File: config.mk
export PLATFORM = sky130hd
export DESIGN_NAME = turn_scheduler
export DESIGN_NICKNAME = d
export VERILOG_FILES = /design/src/rtl/turn_scheduler.sv
export SDC_FILE = /design/constraint.sdc
export NUM_CORES = 1
export LEC_CHECK = 0
export BUFFER_PORTS_ARGS = -buffer_cell sky130_fd_sc_hd__buf_2
export CAP_MARGIN = 20
export CORE_MARGIN = 10
export CORE_UTILIZATION = 50
export DETAILED_ROUTE_END_ITERATION = 6
export GPL_TIMING_DRIVEN = 0
export PLACE_DENSITY = 0.91
export SLEW_MARGIN = 20
export SYNTH_ARGS = -nofsm -noshare
export SYNTH_HDL_FRONTEND = slang
export SYNTH_SLANG_ARGS = --single-unit
File: constraint.sdc
create_clock -name clk -period 2.5 [get_ports clk]
set_input_delay 0.25 -clock clk [delete_from_list [all_inputs] [get_ports clk]]
set_output_delay 0.25 -clock clk [all_outputs]
set_load 0.01 [all_outputs]
File: src/rtl/turn_scheduler.sv
// turn_scheduler
// Turn sequencer and arbiter for the tic-tac-toe board datapath. Alternates
// the player and the computer through valid/ready handshakes, screens offered
// moves against the current board occupancy, issues one-hot cell writes,
// reads back win/full to end the game, clears the board at game start and
// forfeits a side that stalls too long on its turn.
module turn_scheduler #(
    parameter int TIMEOUT_CYCLES = 255,
    parameter int CNT_W          = 8
) (
    input  logic       clk,
    input  logic       reset,
    input  logic       start,
    input  logic       first_comp,
    input  logic       pl_valid,
    input  logic [3:0] pl_pos,
    output logic       pl_ready,
    input  logic       pc_valid,
    input  logic [3:0] pc_pos,
    output logic       pc_ready,
    input  logic [8:0] cell_occ,
    input  logic       win,
    input  logic       full,
    output logic       board_clr,
    output logic [8:0] wr_en,
    output logic [1:0] wr_mark,
    output logic [1:0] turn,
    output logic       reject,
    output logic       timeout,
    output logic       game_over,
    output logic [1:0] result,
    output logic [3:0] move_cnt
);

    localparam logic [1:0] MARK_NONE = 2'b00;
    localparam logic [1:0] MARK_PL   = 2'b01;
    localparam logic [1:0] MARK_PC   = 2'b10;
    localparam logic [1:0] RES_DRAW  = 2'b11;

    // A zero timeout disables forfeits; otherwise the last allowed wait cycle
    // is the one in which the counter reads TIMEOUT_CYCLES-1.
    localparam bit TIMEOUT_ON = (TIMEOUT_CYCLES != 0);
    localparam logic [CNT_W-1:0] TIMEOUT_LAST =
        TIMEOUT_ON ? CNT_W'(TIMEOUT_CYCLES - 1) : '0;

    typedef enum logic [2:0] {
        S_IDLE,
        S_CLEAR,
        S_WAIT_PL,
        S_WAIT_PC,
        S_WRITE,
        S_CHECK,
        S_DONE
    } state_t;

    state_t           state;
    state_t           state_nxt;

    logic [3:0]       pos_q;
    logic [1:0]       mark_q;
    logic             first_q;
    logic [CNT_W-1:0] wait_cnt;
    logic [3:0]       move_cnt_q;
    logic [1:0]       result_q;
    logic             timeout_q;

    logic             in_wait;
    logic             offer_valid;
    logic [3:0]       offer_pos;
    logic [1:0]       mover_mark;
    logic [1:0]       opp_mark;
    logic [15:0]      occ_ext;
    logic             offer_legal;
    logic             accept;
    logic             expire;
    logic             start_ok;

    // Select the offer of whichever side is on move; the other side is ignored.
    always_comb begin
        in_wait     = 1'b0;
        offer_valid = 1'b0;
        offer_pos   = 4'd0;
        mover_mark  = MARK_NONE;
        opp_mark    = MARK_NONE;
        case (state)
            S_WAIT_PL: begin
                in_wait     = 1'b1;
                offer_valid = pl_valid;
                offer_pos   = pl_pos;
                mover_mark  = MARK_PL;
                opp_mark    = MARK_PC;
            end
            S_WAIT_PC: begin
                in_wait     = 1'b1;
                offer_valid = pc_valid;
                offer_pos   = pc_pos;
                mover_mark  = MARK_PC;
                opp_mark    = MARK_PL;
            end
            default: begin
            end
        endcase
    end

    // Positions 9..15 are treated as permanently occupied so that a single
    // lookup covers both the range check and the occupancy check.
    assign occ_ext     = {7'h7f, cell_occ};
    assign offer_legal = ~occ_ext[offer_pos];
    assign accept      = offer_valid & offer_legal;
    assign reject      = offer_valid & ~offer_legal;
    assign expire      = TIMEOUT_ON && in_wait && (wait_cnt == TIMEOUT_LAST);
    assign start_ok    = start && ((state == S_IDLE) || (state == S_DONE));

    // Next-state decision; an accept in the expiry cycle wins over the forfeit.
    always_comb begin
        state_nxt = state;
        case (state)
            S_IDLE, S_DONE: begin
                if (start) begin
                    state_nxt = S_CLEAR;
                end
            end
            S_CLEAR: begin
                state_nxt = first_q ? S_WAIT_PC : S_WAIT_PL;
            end
            S_WAIT_PL, S_WAIT_PC: begin
                if (accept) begin
                    state_nxt = S_WRITE;
                end else if (expire) begin
                    state_nxt = S_DONE;
                end
            end
            S_WRITE: begin
                state_nxt = S_CHECK;
            end
            S_CHECK: begin
                if (win || full) begin
                    state_nxt = S_DONE;
                end else begin
                    state_nxt = (mark_q == MARK_PL) ? S_WAIT_PC : S_WAIT_PL;
                end
            end
            default: begin
                state_nxt = S_IDLE;
            end
        endcase
    end

    // State register.
    always_ff @(posedge clk) begin
        if (reset) begin
            state <= S_IDLE;
        end else begin
            state <= state_nxt;
        end
    end

    // Capture the accepted move so WRITE can replay it to the board.
    always_ff @(posedge clk) begin
        if (reset) begin
            pos_q  <= 4'd0;
            mark_q <= MARK_NONE;
        end else if (accept) begin
            pos_q  <= offer_pos;
            mark_q <= mover_mark;
        end
    end

    // Per-turn stall counter: held at zero outside WAIT so each WAIT starts fresh.
    always_ff @(posedge clk) begin
        if (reset) begin
            wait_cnt <= '0;
        end else if (in_wait) begin
            wait_cnt <= wait_cnt + CNT_W'(1);
        end else begin
            wait_cnt <= '0;
        end
    end

    // Game bookkeeping: who starts, move count, final result and forfeit pulse.
    always_ff @(posedge clk) begin
        if (reset) begin
            first_q    <= 1'b0;
            move_cnt_q <= 4'd0;
            result_q   <= MARK_NONE;
            timeout_q  <= 1'b0;
        end else begin
            timeout_q <= expire && !accept;
            if (start_ok) begin
                first_q    <= first_comp;
                move_cnt_q <= 4'd0;
                result_q   <= MARK_NONE;
            end
            if (state == S_WRITE) begin
                move_cnt_q <= move_cnt_q + 4'd1;
            end
            if (state == S_CHECK) begin
                if (win) begin
                    result_q <= mark_q;
                end else if (full) begin
                    result_q <= RES_DRAW;
                end
            end
            if (expire && !accept) begin
                result_q <= opp_mark;
            end
        end
    end

    // Moore outputs decoded from the registered state only.
    always_comb begin
        pl_ready  = 1'b0;
        pc_ready  = 1'b0;
        turn      = MARK_NONE;
        wr_en     = 9'd0;
        wr_mark   = MARK_NONE;
        board_clr = 1'b0;
        game_over = 1'b0;
        case (state)
            S_CLEAR: begin
                board_clr = 1'b1;
            end
            S_WAIT_PL: begin
                pl_ready = 1'b1;
                turn     = MARK_PL;
            end
            S_WAIT_PC: begin
                pc_ready = 1'b1;
                turn     = MARK_PC;
            end
            S_WRITE: begin
                wr_en   = 9'd1 << pos_q;
                wr_mark = mark_q;
            end
            S_DONE: begin
                game_over = 1'b1;
            end
            default: begin
            end
        endcase
    end

    assign timeout  = timeout_q;
    assign result   = result_q;
    assign move_cnt = move_cnt_q;

endmodule
==> flow_summary.yaml <==
synthesis:
  synth.distinct_cells: 43
  ys_ff_latch: 25
  synthFlopType: "dfxtp_1"
  syn_nets: 223
  synth_cells: 195
  ys_seq_area_frac: 0.325
  ys_warn_count: 0
  synth_edf_count: 0
  syn_area_mm2: 0.00154
  syn_area_per_cell_um2: 7.89
  async_reset_ff_frac: 0
cts:
  clockRootBuffer: "clkbuf_4"
  cts_tree: "yes"
  cts_sinks: 25
  numCtsBuffers: 3
  insertion_delay_ns: 0.31
  htreeDepth: 1
  path_clk_slew_ns: 0.13
  cts_max_path_buffers: 2
layout:
  layout_common_cells: "buf_2 (51), nor2_1 (29), dfxtp_1 (24)"
  final_nets: 276
  antenna_cells: 0
  final_common_cell: "buf_2"
  drive_gt1_frac: 0.283
  syn_to_final_growth_pct: 20.7
flow_run:
  max-cap-violations: 0
outcome:
  status: "complete, no violations"
critical_path:
  r2r_end: "result[1]$_SDFF_PP0_"
  reg2reg_slack_ns: 0.13
  path_cells: "buf_6 -> mux2_2 -> a22oi_1 -> a32oi_2 -> a211o_1 -> and3_1 -> buf_2"
  cp-end-kind: "primary output"
  r2r_start: "state[0]$_SDFFE_PP0P_"
  arrival_ns: 2.17
  startpoint_type: "flip-flop"
  critPathKind: "reg2out"
  crit_slowest_cell: "mux2_2"
  path_buf_inv: 2
  rr_worst_depth: 7
  required_ns: 2.25
  critPathTopFamily: "compound AO/OA/AOI/OAI gates"
  cpPeakStageDelay_ns: 0.36
  worstPathMaxFanout: 7
floorplan:
  die-height_um: 75.5
  core_area_mm2: 0.00300
  io_pins: 50
  dieArea_mm2: 0.00570
  rows: 20
  die_w_um: 75.5
  start_util: 0.513
routing:
  wire_per_inst_um: 14.5
  drc: 0
  dr.pass1.iters: 4
  dr.first_iter.drc_count: 85
  drt_wl_total_mm: 4.06
  ant_nets: 0
  via_per_inst: 5.74
  num_vias: 1606
hold_path:
  min_path_type: "in2reg"
  hold-path-endpoint: "first_q$_SDFFE_PP0P_"
  holdPathStages: 3
  hp-start: "first_comp"
pwr:
  p_seq_frac: 0.456
  power_leakage_nw: 0.854
  p_switching_w: 0.000330
  power.density_mw_per_mm2: 510
  comb_power_share: 0.355
  p_int_w: 0.000617
  p_clk_frac: 0.188
  switching_share: 0.348
  vdd_drop_max_uv: 435
timing:
  tns_ns: 0
  period_minus_slack_ns: 2.42
  worst_slew_pin_slew_ns: 0.712
  finalCritPeriodShare: 0.969
  slew_headroom: 0.524
  setup_viol: 0
  fin_ws_ns: 0.0772
  drv_slew: 0
  skew_ns: 0.00239
  finalHoldViolCount: 0
  fmax_ghz: 0.413
  rsz0062_at_grt: "no"
grt:
  grt_overflow: 0
  first_global_vias: 1523
  antenna_found_initial: 0
  grt_usage: 0.146
  grt_pass1_wl_mm: 6.71
  grt_max_degree: 14
placement:
  dp_worst_setup_slack_ns: 0.147
  io_buffers: 49
  dp_hpwl_mm: 3.19
  gp_congestion: 0.936
==> cell families after synthesis <==
logic type,count (synthesis),synth area share
compound gates,43,0.180
xor+xnor,6,0.0341
fa+ha+maj,3,0.0244
buf+inv,15,0.0439
flops,25,0.325
mux,10,0.0813
simple gates,93,0.311
==> Yosys cell counts, types with 2 or more instances <==
cell type / instances / share of area
and2_1: 4 / 0.016
nor3b_1: 2 / 0.0098
a211o_1: 2 / 0.011
nand2b_1: 7 / 0.028
a22oi_1: 2 / 0.0098
mux2_4: 4 / 0.039
nand3_1: 17 / 0.055
o21ai_0: 12 / 0.039
and3_1: 5 / 0.020
buf_2: 3 / 0.0098
mux2i_1: 4 / 0.026
clkbuf_1: 6 / 0.015
nor2_1: 30 / 0.073
nand2_1: 11 / 0.027
and3b_1: 3 / 0.017
ha_1: 3 / 0.024
a21oi_1: 16 / 0.052
inv_1: 5 / 0.012
nor2b_1: 2 / 0.0081
xor2_1: 5 / 0.028
dfxtp_1: 25 / 0.33
o211a_1: 2 / 0.013
nor3_1: 4 / 0.013
nand4b_1: 2 / 0.011
==> area by class of cell <==
cell class	instances	area, µm²
inverter	5	18.8
buffer	9	47.5
multi-input combinational	155	976
tap	33	41.3
sequential	25	502
timing repair buffer	49	245
fill	289	1150
clock buffer	4	26.3
==> per-stage QoR <==
stage                     std cells  hold slack, ns  utilization  total power [W]  area (µm²)
final                           280           0.155        0.618         0.000947        1860
after global routing            280           0.179        0.618          0.00100        1860
after CTS                       280           0.160        0.616         0.000942        1850
after detailed placement        277           0.486        0.608         0.000767        1830
after global placement          277           0.475        0.608         0.000760        1830
after floorplan                 195           0.394            -         0.000676        1540
==> power by group through the flow <==
stage	combinational, W	sequential (W)	clock (W)
6_report	0.000336	0.000432	0.000178
5_1_grt	0.000371	0.000435	0.000194
4_1_cts	0.000330	0.000431	0.000181
3_5_place_dp	0.000327	0.000440	0
3_3_place_gp	0.000321	0.000438	0
2_1_floorplan	0.000242	0.000435	0
==> state kept, by name (all words and copies together), names as in the netlist <==
| name | flops |
|---|---|
| pos_q | 4 |
| result | 2 |
| state | 3 |
| first_q | 1 |
| move_cnt | 4 |
| timeout | 1 |
| mark_q | 2 |
| wait_cnt | 8 |
==> layer usage <==
| metal | routed length [µm] | global-route usage | up-vias |
|---|---|---|---|
| li1 | - | - | 794 |
| met1 | 1800 | 0.177 | 752 |
| met2 | 1840 | 0.240 | 56 |
| met3 | 388 | 0.0456 | 4 |
| met4 | 35 | 0.0433 | 0 |
| met5 | 0 | 0 | - |
==> what timing repair did <==
action,in CTS,in global routing
setup buffers,0,0
setup endpoints to repair,4,3
hold buffers,0,0
resized for setup,1,4
endpoints found under the hold margin,0,0
==> tightest hold or removal path, cell delays in order <==
cell and delay (ns):
buf_2 0.07, mux2i_1 0.05, nor2_1 0.07
==> worst max-delay path by stage <==
stage	start	endpoint	slack, ns	cells past startpoint
global route	state[0]$_SDFFE_PP0P_	reject	0.0006	7
floorplan	state[0]$_SDFFE_PP0P_	result[0]$_SDFF_PP0_	0.33	7
CTS	state[0]$_SDFFE_PP0P_	reject	0.11	7
finish	state[0]$_SDFFE_PP0P_	reject	0.08	7
global placement	state[0]$_SDFFE_PP0P_	result[0]$_SDFF_PP0_	0.17	7
detailed placement	state[2]$_SDFFE_PP0P_	result[1]$_SDFF_PP0_	0.15	7
No activity file was read; power rests on OpenSTA's default activity.
